$ cat src/rtl/wb_word_adapter.sv
// 32-bit Wishbone classic slave to 8-bit Wishbone classic master: each word access becomes byte accesses on lanes 0..3.
// Optional feature: define WB_WORD_ADAPTER_SEL_EN to skip byte lanes whose sel bit is clear.
module wb_word_adapter #(
  parameter int ADR_WIDTH = 24
) (
  input  logic                 clk_i,
  input  logic                 rst_ni,
  input  logic                 wbs_cyc_i,
  input  logic                 wbs_stb_i,
  input  logic                 wbs_we_i,
  input  logic [ADR_WIDTH-1:0] wbs_adr_i,
  input  logic [31:0]          wbs_dat_i,
  input  logic [3:0]           wbs_sel_i,
  output logic                 wbs_ack_o,
  output logic                 wbs_err_o,
  output logic [31:0]          wbs_dat_o,
  output logic                 wbm_cyc_o,
  output logic                 wbm_stb_o,
  output logic                 wbm_we_o,
  output logic [ADR_WIDTH-1:0] wbm_adr_o,
  output logic [7:0]           wbm_dat_o,
  input  logic                 wbm_ack_i,
  input  logic                 wbm_err_i,
  input  logic [7:0]           wbm_dat_i
);

  typedef enum logic [1:0] {IDLE, REQ, GAP, DONE} state_t;

  state_t               state;
  logic [ADR_WIDTH-1:0] adr_q;
  logic [ADR_WIDTH-1:0] adr_word;
  logic                 we_q;
  logic [31:0]          dat_q;
  logic [31:0]          rd_buf;
  logic [31:0]          rd_merged;
  logic [3:0]           mask_q;
  logic [3:0]           lane_mask;
  logic [1:0]           k;
  logic [2:0]           first_sel;
  logic [2:0]           next_sel;

  // Lowest enabled lane at or above 'from'; 3'd4 means none is left.
  function automatic logic [2:0] first_lane(input logic [3:0] m, input logic [2:0] from);
    logic [2:0] r;
    r = 3'd4;
    for (int i = 3; i >= 0; i--)
      if (m[i] && (3'(i) >= from)) r = 3'(i);
    return r;
  endfunction

  always_comb begin
`ifdef WB_WORD_ADAPTER_SEL_EN
    lane_mask = wbs_sel_i;
`else
    lane_mask = wbs_sel_i | 4'hF;
`endif
    adr_word  = wbs_adr_i & ~ADR_WIDTH'(3);
    first_sel = first_lane(lane_mask, 3'd0);
    next_sel  = first_lane(mask_q, {1'b0, k} + 3'd1);
    rd_merged = rd_buf;
    rd_merged[{k, 3'b000} +: 8] = wbm_dat_i;
  end

  assign wbm_cyc_o = wbm_stb_o;

  always_ff @(posedge clk_i or negedge rst_ni) begin
    if (!rst_ni) begin
      state     <= IDLE;
      adr_q     <= '0;
      we_q      <= 1'b0;
      dat_q     <= '0;
      mask_q    <= '0;
      rd_buf    <= '0;
      k         <= 2'd0;
      wbm_stb_o <= 1'b0;
      wbm_we_o  <= 1'b0;
      wbm_adr_o <= '0;
      wbm_dat_o <= '0;
      wbs_ack_o <= 1'b0;
      wbs_err_o <= 1'b0;
      wbs_dat_o <= '0;
    end else begin
      wbs_ack_o <= 1'b0;
      wbs_err_o <= 1'b0;
      case (state)
        IDLE: begin
          if (wbs_cyc_i && wbs_stb_i && !wbs_ack_o && !wbs_err_o) begin
            adr_q  <= adr_word;
            we_q   <= wbs_we_i;
            dat_q  <= wbs_dat_i;
            mask_q <= lane_mask;
            rd_buf <= '0;
            k      <= 2'd0;
            if (first_sel[2]) begin
              state <= DONE;
            end else begin
              k         <= first_sel[1:0];
              state     <= REQ;
              wbm_stb_o <= 1'b1;
              wbm_we_o  <= wbs_we_i;
              wbm_adr_o <= adr_word | ADR_WIDTH'(first_sel[1:0]);
              wbm_dat_o <= wbs_dat_i[{first_sel[1:0], 3'b000} +: 8];
            end
          end
        end
        REQ: begin
          // Upstream abort wins over any downstream response in the same cycle.
          if (!wbs_cyc_i) begin
            wbm_stb_o <= 1'b0;
            state     <= IDLE;
          end else if (wbm_err_i) begin
            wbm_stb_o <= 1'b0;
            wbs_err_o <= 1'b1;
            state     <= IDLE;
          end else if (wbm_ack_i) begin
            wbm_stb_o <= 1'b0;
            if (!we_q) rd_buf <= rd_merged;
            if (next_sel[2]) begin
              state     <= DONE;
              wbs_ack_o <= 1'b1;
              if (!we_q) wbs_dat_o <= rd_merged;
            end else begin
              k     <= next_sel[1:0];
              state <= GAP;
            end
          end
        end
        GAP: begin
          if (!wbs_cyc_i) begin
            state <= IDLE;
          end else begin
            state     <= REQ;
            wbm_stb_o <= 1'b1;
            wbm_adr_o <= adr_q | ADR_WIDTH'(k);
            wbm_dat_o <= dat_q[{k, 3'b000} +: 8];
          end
        end
        DONE: begin
          // Entered with ack already set after a transfer; with no lanes selected, spend one cycle before acking.
          if (!wbs_cyc_i || wbs_ack_o) begin
            state <= IDLE;
          end else begin
            wbs_ack_o <= 1'b1;
            if (!we_q) wbs_dat_o <= rd_buf;
          end
        end
        default: state <= IDLE;
      endcase
    end
  end

endmodule

$ cat config.mk
export PLATFORM = sky130hd
export DESIGN_NAME = wb_word_adapter
export DESIGN_NICKNAME = d
export VERILOG_FILES = /design/src/rtl/wb_word_adapter.sv
export SDC_FILE = /design/constraint.sdc
export NUM_CORES = 1
export LEC_CHECK = 0
export ABC_AREA = 1
export CORE_AREA = 4 4 125 127
export CTS_BUF_LIST = sky130_fd_sc_hd__clkbuf_8
export DETAILED_ROUTE_END_ITERATION = 12
export DIE_AREA = 0 0 129 131
export PLACE_DENSITY_LB_ADDON = 0.25
export SYNTH_ARGS = -nofsm -noshare
export SYNTH_HDL_FRONTEND = slang
export SYNTH_SLANG_ARGS = --single-unit
$ cat constraint.sdc
create_clock -name clk_i -period 3.17 [get_ports clk_i]
set_input_delay 0.4755 -clock clk_i [delete_from_list [all_inputs] [get_ports clk_i]]
set_output_delay 0.4755 -clock clk_i [all_outputs]
set_load 0.02 [all_outputs]
==> flow_summary.yaml, run 1 <==
clocking:
  clock_sinks: 159
  cts_buffer_depth: 2
  cts_buffers: 17
  ctsHoldBuffers: 0
  clk_pin_slew_ns: 0.09
  cts_root_buf: "clkbuf_8"
  cts_resized: 0
  htreeDepth: 4
  cts_tree: "yes"
  clk_latency_ns: 0.46
  cts_setup_buffers: 0
grt:
  grt_first_pass_wirelength_um: 31700
  grt_overflow: 0
  grt_pass1_vias: 6492
  antenna_found_initial: 0
  grt_start_max_net_pins: 86
  track_usage_pct: 23.5
sta:
  clock.fmax_mhz: 397
  setup_viol: 0
  fin_tns_setup_ns: 0
  skew_ns: 0.00905
  drv_slew: 0
  period_needed_ns: 2.52
  period_share_pct: 79.4
  tightest_slew_ns: 0.796
  rsz0062_at_grt: "false"
  setup_ws_ns: 0.653
  finalHoldViolCount: 0
  max-slew-margin-rel_pct: 47.0
synthesis:
  synth_edf_count: 0
  post-synth-top-area-fraction_pct: 51.5
  synth-seq-cells: 159
  yosys_most_used_dff: "dfrtp_1"
  synth.most_common_cell: "nand2_1"
  postSynthCellCount: 1037
  syn_area_mm2: 0.00772
  synth_commonest_cells: "nand2_1, dfrtp_1, o21ai_0"
  syn-num-nets: 1118
  ys_warn_count: 0
  async_flop_share_pct: 100
  ys_types: 26
  synth_area_leader_cell: "dfrtp_1"
  yosysSeqAreaShare_pct: 51.5
  avgSynthCellArea_um2: 7.45
  synth.area.top_cells: "dfrtp_1, nand2_1, o21ai_0"
worst_setup_path:
  critPathArrivalTime_ns: 2.92
  worst-setup-path-type: "reg2reg"
  reg2reg_depth: 10
  cp.required_ns: 3.57
  timing.rr.end: "wbs_dat_o[2]"
  crit_fanout: 32
  reg2reg_slack_ns: 0.65
  endpoint_kind: "flip-flop"
  reg2reg_from: "k[0]"
  start_kind: "flip-flop"
power:
  switching_power_w: 0.00297
  power_density_mw_per_mm2: 779
  p_int_w: 0.00453
  peakVddDrop_v: 0.000520
  leakage_nw: 4.74
  clkPwrFrac_pct: 21.1
  pwr-share-comb_pct: 38.4
  seq_power_share_pct: 40.5
  power.share.switching_pct: 39.6
drt:
  drtAntennaViolNets: 0
  drt_wl_total_um: 18800
  routedWlPerCell_um: 13.9
  drt_iter0_drc: 760
  drtPass1Iterations: 6
  routed_via_density: 5.13
  drc: 0
  vias: 6935
final_layout:
  multiInputGateArea_mm2: 0.00326
  regArea_mm2: 0.00398
  nets: 1235
  num_antenna_cells: 0
  fill_cells: 1246
  drive_gt1_share_pct: 5.66
  area_growth_pct: 24.7
placement:
  dp_hpwl_um: 12400
  pre_cts_ws_ns: 0.441
  io_buffers: 137
  gp_congestion: 0.919
die:
  coreArea_mm2: 0.0144
  ios: 144
  start_util_pct: 53.6
  fp-row-count: 44
  dieArea_mm2: 0.0169
  die-height_um: 131
  die_w_um: 129
status:
  status: "completed"
run:
  maxCapViolCount: 0
worst_hold_path:
  hold_class: "in2async"
[cells by family after synthesis]
group,synth area share (%)
AOI/OAI and AO/OA,10.1
adders and majority gates,0.972
buffers and inverters,6.35
DFF,51.5
and+or+nand+nor,31.1
[metrics by stage]
stage          std cells  util, %  cell area [um2]  hold WS [ns]  total power, W
2_1_floorplan       1037        -             7720         0.180         0.00486
3_3_place_gp        1319     63.9             9210         0.454         0.00586
3_5_place_dp        1319     63.9             9210         0.459         0.00594
4_1_cts             1351     66.8             9630        0.0883         0.00755
5_1_grt             1351     66.8             9630         0.117         0.00806
6_report            1351     66.8             9630        0.0590         0.00751
[routing by layer]
layer  wire [um]  global-route usage [%]  vias up  part of all wire (%)
met1        8310                    31.8     3198                    44
met4         269                    6.49        0                   1.4
met5           0                       0        -                     0
li1            -                       -     3480                     -
met3        1400                    6.87       21                   7.4
met2        8820                    37.4      236                    47
[power groups by stage]
stage          clock network, W  registers [W]  logic (W)
6_report                0.00159        0.00304    0.00288
5_1_grt                 0.00170        0.00312    0.00324
4_1_cts                 0.00162        0.00303    0.00290
3_5_place_dp                  0        0.00306    0.00288
3_3_place_gp                  0        0.00305    0.00281
2_1_floorplan                 0        0.00326    0.00160
[cell type report]
class | instances | share of cell area (%)
flip-flops and latches | 159 | 41.3
multi-input cells | 761 | 33.8
clock inverters | 15 | 1.92
well taps | 184 | 2.39
inverters | 63 | 2.46
repair buffers | 152 | 15.7
clock buffers | 17 | 2.43
[state kept, by name (all words and copies together) (netlist names), 2 cells and up]
register,count
k,2
adr_q,22
wbs_dat_o,32
wbm_dat_o,8
rd_buf,32
state,2
dat_q,32
wbm_adr_o,24
[critical path, cell delays in order, from the launching register on]
cell      delay [ns]
dfrtp_1         0.63
clkinv_1        0.28
ha_1            0.30
o21ai_0         0.31
nand3_1         0.15
nand2_1         0.10
inv_1           0.07
nor2_4          0.06
buf_4           0.33
nand2_1         0.13
nand2_1         0.08
[worst max-delay path by stage]
| stage | endpoint | from | cells past startpoint |
|---|---|---|---|
| 4_1_cts | wbs_dat_o[2] | k[0] | 10 |
| 5_1_grt | wbs_dat_o[1] | k[0] | 10 |
| 6_report | wbs_dat_o[2] | k[0] | 10 |
| 3_5_place_dp | wbm_adr_o[3] | wbs_cyc_i | 8 |
| 2_1_floorplan | wbs_dat_o[30] | k[1] | 12 |
| 3_3_place_gp | wbm_dat_o[2] | wbs_cyc_i | 8 |
[cells in the final DEF (no fill, tap or decap), types with 8 or more instances in the layout]
cell type and count:
clkdlybuf4s50_1 136, buf_4 13, o21ai_1 30, nand2_1 516, o21ai_0 98, o211ai_1 8, a31oi_1 8, nor2_1 30
dfrtp_1 159, clkbuf_8 17, nand3_1 50, inv_1 55
Power figures use the tool's default switching activity.
==> run 2, diff against run 1 <==
==> constraint.sdc (replaced) <==
create_clock -name clk_i -period 2.5 [get_ports clk_i]
set_input_delay 0.375 -clock clk_i [delete_from_list [all_inputs] [get_ports clk_i]]
set_output_delay 0.375 -clock clk_i [all_outputs]
set_load 0.02 [all_outputs]
==> flow_summary.yaml, run 2 (synthesized netlist as in run 1, its figures left out) <==
grt:
  antenna_found_initial: 1
  grt_overflow: 0
  grt_start_max_net_pins: 65
  track_usage_pct: 23.4
  grt_first_pass_wirelength_um: 31700
  grt_pass1_vias: 6751
drt:
  highest_layer: "met4"
  drtAntennaViolNets: 0
  vias: 6968
  drtPass1Iterations: 5
  met1Wirelength_um: 8220
  drt_iter0_drc: 603
  drt_wl_total_um: 19000
  met3WireLength_um: 1440
  drc: 0
  routed_via_density: 5.14
  met2_length_um: 8870
  routedWlPerCell_um: 14.0
clocking:
  cts_buffer_depth: 2
  cts_tree: "yes"
  cts_buffers: 17
  cts_root_buf: "clkbuf_8"
  clk_latency_ns: 0.46
  clock_sinks: 159
  clk_pin_slew_ns: 0.08
  htreeDepth: 4
  cts_setup_buffers: 0
final_layout:
  final_cell_mix: "nand2_1, dfrtp_1, clkdlybuf4s50_1, o21ai_0, inv_1"
  layout_commonest_cell: "nand2_1"
  area_growth_pct: 25.6
  drive_gt1_share_pct: 5.89
  nets: 1241
  top_regs: "dat_q: 32 flops, rd_buf: 32 flops, wbs_dat_o: 32 flops"
  regArea_mm2: 0.00398
  multiInputGateArea_mm2: 0.00326
  fill_cells: 1256
power:
  power_density_mw_per_mm2: 990
  p_int_w: 0.00589
  power.share.switching_pct: 38.6
  leakage_nw: 4.78
  peakVddDrop_v: 0.000790
  clkPwrFrac_pct: 21.6
  pwr-share-comb_pct: 38.5
  seq_power_share_pct: 39.9
  switching_power_w: 0.00371
worst_setup_path:
  cp.required_ns: 2.84
  start_kind: "flip-flop"
  path_cells: "buf_4, ha_1, o21ai_0, nand3_1, nand2_1, nand3_1, buf_4, nand2_1, nand2_1"
  cp_common_cell: "nand2_1"
  reg2reg_depth: 9
  worst-setup-path-type: "reg2reg"
  critPathArrivalTime_ns: 2.34
  reg2reg_slack_ns: 0.50
  slowest_stage: "dfrtp_1"
  endpoint_kind: "flip-flop"
  crit_fanout: 32
  reg2reg_from: "k[0]"
  timing.rr.end: "wbs_dat_o[19]"
  cpPeakStageDelay_ns: 0.40
sta:
  max-slew-margin-rel_pct: 56.5
  setup_ws_ns: 0.496
  rsz0062_at_grt: "false"
  period_needed_ns: 2.00
  period_share_pct: 80.2
  clock.fmax_mhz: 499
  drv_slew: 0
  finalHoldViolCount: 0
  tightest_slew_ns: 0.652
  fin_tns_setup_ns: 0
  setup_viol: 0
  skew_ns: 0.0129
worst_hold_path:
  hold_class: "in2async"
die:
  die-height_um: 131
  ios: 144
  coreArea_mm2: 0.0144
  fp-row-count: 44
  die_w_um: 129
  dieArea_mm2: 0.0169
  start_util_pct: 53.6
status:
  status: "completed"
placement:
  gp_congestion: 0.876
  dp_hpwl_um: 12700
  io_buffers: 137
  pre_cts_ws_ns: 0.189
run:
  maxCapViolCount: 0
## run 2: cell types whose count changed in the layout (fill, tap and decap cells not counted)
cell	delta
buf_4	+4
clkbuf_8	+2
clkinv_2	+2
clkinv_4	-2
clkinvlp_4	-2
inv_6	-2
buf_12	+1
bufinv_16	+1
diode_2	+1
dlygate4sd3_1	+1
inv_8	-1
## run 2: worst max path at each step
| stage | start | end | slack [ns] | cells past startpoint |
|---|---|---|---|---|
| final | k[0] | wbs_dat_o[19] | 0.50 | 9 |
| after global routing | k[0] | wbs_dat_o[24] | 0.29 | 9 |
| after CTS | k[0] | wbs_dat_o[30] | 0.49 | 9 |
| after detailed placement | wbs_cyc_i | wbm_adr_o[21] | 0.19 | 9 |
| after global placement | wbs_cyc_i | rd_buf[1] | 0.24 | 8 |
| after floorplan | k[1] | wbs_dat_o[30] | 0.26 | 12 |
## run 2: through the flow
step / std cells / area (um2) / hold slack, ns / util [%] / power [W]
after floorplan: 1037 / 7720 / 0.0794 / - / 0.00616
after global placement: 1324 / 9260 / 0.331 / 64.2 / 0.00746
after detailed placement: 1324 / 9260 / 0.329 / 64.2 / 0.00756
after CTS: 1355 / 9700 / 0.406 / 67.2 / 0.00966
after global routing: 1356 / 9700 / 0.450 / 67.2 / 0.0103
final: 1356 / 9700 / 0.415 / 67.2 / 0.00960
## run 2: cell type report
type | instances | share of cell area [%]
Antenna cell | 1 | 0.0258
Clock buffer | 19 | 2.70
Clock inverter | 11 | 1.69
Tap cell | 184 | 2.37
Multi-Input combinational cell | 761 | 33.6
Inverter | 63 | 2.44
Timing Repair Buffer | 158 | 16.2
Sequential cell | 159 | 41.0
## run 2: repair_timing
action,CTS,global route
endpoints found under the hold margin,40,0
hold buffers,1,0
gates resized for setup,0,0
endpoints found under the setup margin,0,0
## run 2: per-layer routing
layer,vias to the layer above,track usage [%]
met1,3221,30.3
met5,-,0
met4,0,8.89
met2,224,37.7
met3,31,6.63
li1,3492,-
## run 2: critical path: cells and delay by family, from the launching register on
family / cells / cell delay (ns)
flops: 1 / 0.40
fa+ha+maj: 1 / 0.24
buf+inv: 2 / 0.44
simple gates: 5 / 0.50
compound gates: 1 / 0.30
## run 2: power by group through the flow
| stage | Sequential, W | Clock [W] | Combinational, W |
|---|---|---|---|
| 4_1_cts | 0.00383 | 0.00211 | 0.00372 |
| 5_1_grt | 0.00394 | 0.00221 | 0.00416 |
| 2_1_floorplan | 0.00413 | 0 | 0.00203 |
| 3_3_place_gp | 0.00384 | 0 | 0.00361 |
| 6_report | 0.00384 | 0.00207 | 0.00370 |
| 3_5_place_dp | 0.00386 | 0 | 0.00370 |
==> RTL change, RTL diff (flow settings as in run 1) <==
Add a define of `WB_WORD_ADAPTER_SEL_EN`.
--- a/src/rtl/wb_word_adapter.sv
+++ b/src/rtl/wb_word_adapter.sv
@@ -1,5 +1,7 @@
 // 32-bit Wishbone classic slave to 8-bit Wishbone classic master: each word access becomes byte accesses on lanes 0..3.
 // Optional feature: define WB_WORD_ADAPTER_SEL_EN to skip byte lanes whose sel bit is clear.
+`define WB_WORD_ADAPTER_SEL_EN
+
 module wb_word_adapter #(
   parameter int ADR_WIDTH = 24
 ) (
Behaviour: not the same (Yosys sat finds a counterexample within 4 cycles, from zero or initial values and one cycle with rst_ni low).
==> RTL change against run 1 <==
- area after synthesis up 10%
- sequential cell count up 4
- sequential power grew 7.6%
- combinational power is 40% higher
- power is 18% higher
- critical path type unchanged
- routed wire length is 12% higher
- final area up 7.5%
- setup slack got worse by 0.16 ns
- final cell count increased by 7.8%
==> RTL change: results (changes against run 1) <==
| Metric | Value |
|---|---|
| Status | `complete, no violations (unchanged)` |
| CP Max Fanout | `32 (unchanged)` |
| Num CTS Buffers | `17 (unchanged)` |
| Peak supply drop | `0.568 mV (was 0.520 mV)` |
| Hold slack | `0.473 ns (was 0.0590 ns)` |
| Initial antenna violation count | `0 (unchanged)` |
| Routed vias/inst | `5.34 (was 5.13)` |
| Sw power | `3.71 mW (was 2.97 mW)` |
| Dpl cells | `1423 (was 1319)` |
| Pin count of the biggest net entering global routing | `76 (was 86)` |
| Sequential-to-total area share from yosys stat | `48.0% (was 51.5%)` |
| # port buffers | `141 (was 137)` |
| WL final | `21100 um (was 18800 um)` |
| Dpl hpwl | `14500 um (was 12400 um)` |
| Syn_nets | `1224 (was 1118)` |
| Slew headroom | `57.5% (was 47.0%)` |
| Synth Flop Type | `dfrtp_1 (unchanged)` |
| Largest regs | `dat_q: 32 flops, rd_buf: 32 flops, wbs_dat_o: 32 flops (unchanged)` |
| Delay-heaviest family, CP | `simple AND/OR/NAND/NOR gates (was buffers and inverters)` |
| Post-Route Skew | `0.00973 ns (was 0.00905 ns)` |
| Top post-synthesis cells by area | `dfrtp_1 (48%), nand2_1 (20%), nand3_1 (7.9%) (was dfrtp_1 (52%), nand2_1 (25%), o21ai_0 (6.3%))` |
| Final setup viols | `0 (unchanged)` |
| Layout cells sized above 1 | `6.45% (was 5.66%)` |
| Clock-pin slew on the worst setup and hold paths | `0.08 ns` |
| Hold Crit Class | `flop to flop (was input port to asynchronous set/reset pin)` |
| First-pass GRT wire length | `35500 um (was 31700 um)` |
| Gpl congestion | `0.891 (was 0.919)` |
| Drt wl/cell | `14.5 um (was 13.9 um)` |
| Vias in the first global route | `7386 (was 6492)` |
| Critical path arrival | `3.03 ns (was 2.92 ns)` |
| Hold Crit Start | `wbs_dat_o[6]$_DFFE_PN0P_` |
| Layout Nets | `1340 (was 1235)` |
| Leakage power | `5.12 nW (was 4.74 nW)` |
| Post-synth ARST share | `100% (unchanged)` |
| Final setup margin | `0.496 ns (was 0.653 ns)` |
| Critical R2R Capture | `wbs_dat_o[12]$_DFFE_PN0P_ (was wbs_dat_o[2]$_DFFE_PN0P_)` |
| Aggregate global-route resource usage | `26.1% (was 23.5%)` |
| DR iter-0 viols | `884 (was 760)` |
| Clk_lat worst skew | `0.46 ns (about the same)` |
| Cell variety after synth | `32 (was 26)` |
| Crit Reg-Reg Startpoint | `k[0]$_DFFE_PN0P_ (unchanged)` |
| Mapped cell area | `8500 um2 (was 7720 um2)` |
| Pre-CTS WS | `0.514 ns (was 0.441 ns)` |
| Top post-synthesis cells by count | `nand2_1 (457), dfrtp_1 (163), nand3_1 (134), inv_1 (102), o21ai_0 (76) (was nand2_1 (516), dfrtp_1 (159), o21ai_0 (98), inv_1 (56), nand3_1 (50))` |
| Antenna cells | `0 (unchanged)` |
| Hold depth | `2` |
| R2R cell count | `10 (unchanged)` |
| Crit start category | `flop (unchanged)` |
| Post-Syn Instances | `1143 (was 1037)` |
==> RTL change: cell types whose count changed after synthesis, moves of 5 or more <==
| cell | change |
|---|---|
| buf_6 | +7 |
| nand4_1 | +11 |
| nand3_1 | +84 |
| clkbuf_1 | -12 |
| inv_1 | +46 |
| o21ai_0 | -22 |
| a31oi_1 | -7 |
| o211ai_1 | +5 |
| nor2_1 | +11 |
| buf_2 | +10 |
| o211ai_2 | +10 |
| nand2_1 | -59 |
==> RTL change: cell type report <==
class | instances | area [um2]
clock inverter | 12 | 130
sequential | 163 | 4080
multi-input combinational | 803 | 3630
timing repair buffer | 159 | 1580
inverter | 115 | 434
tap | 184 | 230
fill | 1178 | 4070
clock buffer | 20 | 275
==> RTL change: per-stage QoR <==
step	power, mW	area (um2)
3_5_place_dp	7.33	9940
4_1_cts	8.90	10400
6_report	8.84	10400
3_3_place_gp	7.22	9940
5_1_grt	9.51	10400
2_1_floorplan	5.88	8500
==> RTL change: cells by family (layout without fill, tap and decap cells) <==
logic type	after synthesis	count (layout)	synth area share [%]
and+or+nand+nor	658	658	32.1
AOI/OAI and AO/OA	139	139	9.73
DFF	163	163	48.0
buffers and inverters	177	306	9.35
adders and majority gates	6	6	0.883
==> RTL change: worst max-delay path by stage <==
stage	endpoint	depth (start not counted)
floorplan	wbs_dat_o[0]$_DFFE_PN0P_	13
global placement	wbs_dat_o[0]$_DFFE_PN0P_	10
detailed placement	wbs_dat_o[25]$_DFFE_PN0P_	10
CTS	wbs_dat_o[25]$_DFFE_PN0P_	10
global route	wbs_dat_o[2]$_DFFE_PN0P_	10
finish	wbs_dat_o[12]$_DFFE_PN0P_	10
==> RTL change: power by group through the flow <==
stage / Sequential [mW] / Combinational (mW) / Clock, mW
final: 3.27 / 4.04 / 1.54
after floorplan: 3.70 / 2.18 / 0
after global routing: 3.36 / 4.51 / 1.64
after CTS: 3.27 / 4.06 / 1.56
after global placement: 3.28 / 3.94 / 0
after detailed placement: 3.30 / 4.03 / 0
==> RTL change: metal layers <==
metal,track usage [%],wire length [um],vias to the layer above,part of all wire (%)
met5,0,0,-,0
met4,9.57,490,0,2.3
met3,6.22,1520,38,7.2
met2,41.7,9930,288,47
met1,35.1,9200,3601,44
li1,-,-,3843,-
==> RTL change: worst min-delay path: stages, from the launching register on <==
cell and delay [ns]:
dfrtp_1 0.35, nand2_1 0.05, nand2_1 0.04
==> RTL change: what timing repair did <==
action	4_1_cts	5_1_grt
hold buffers	1	0
gates resized for setup	0	0
hold endpoints to repair	3	0
setup buffers	0	0
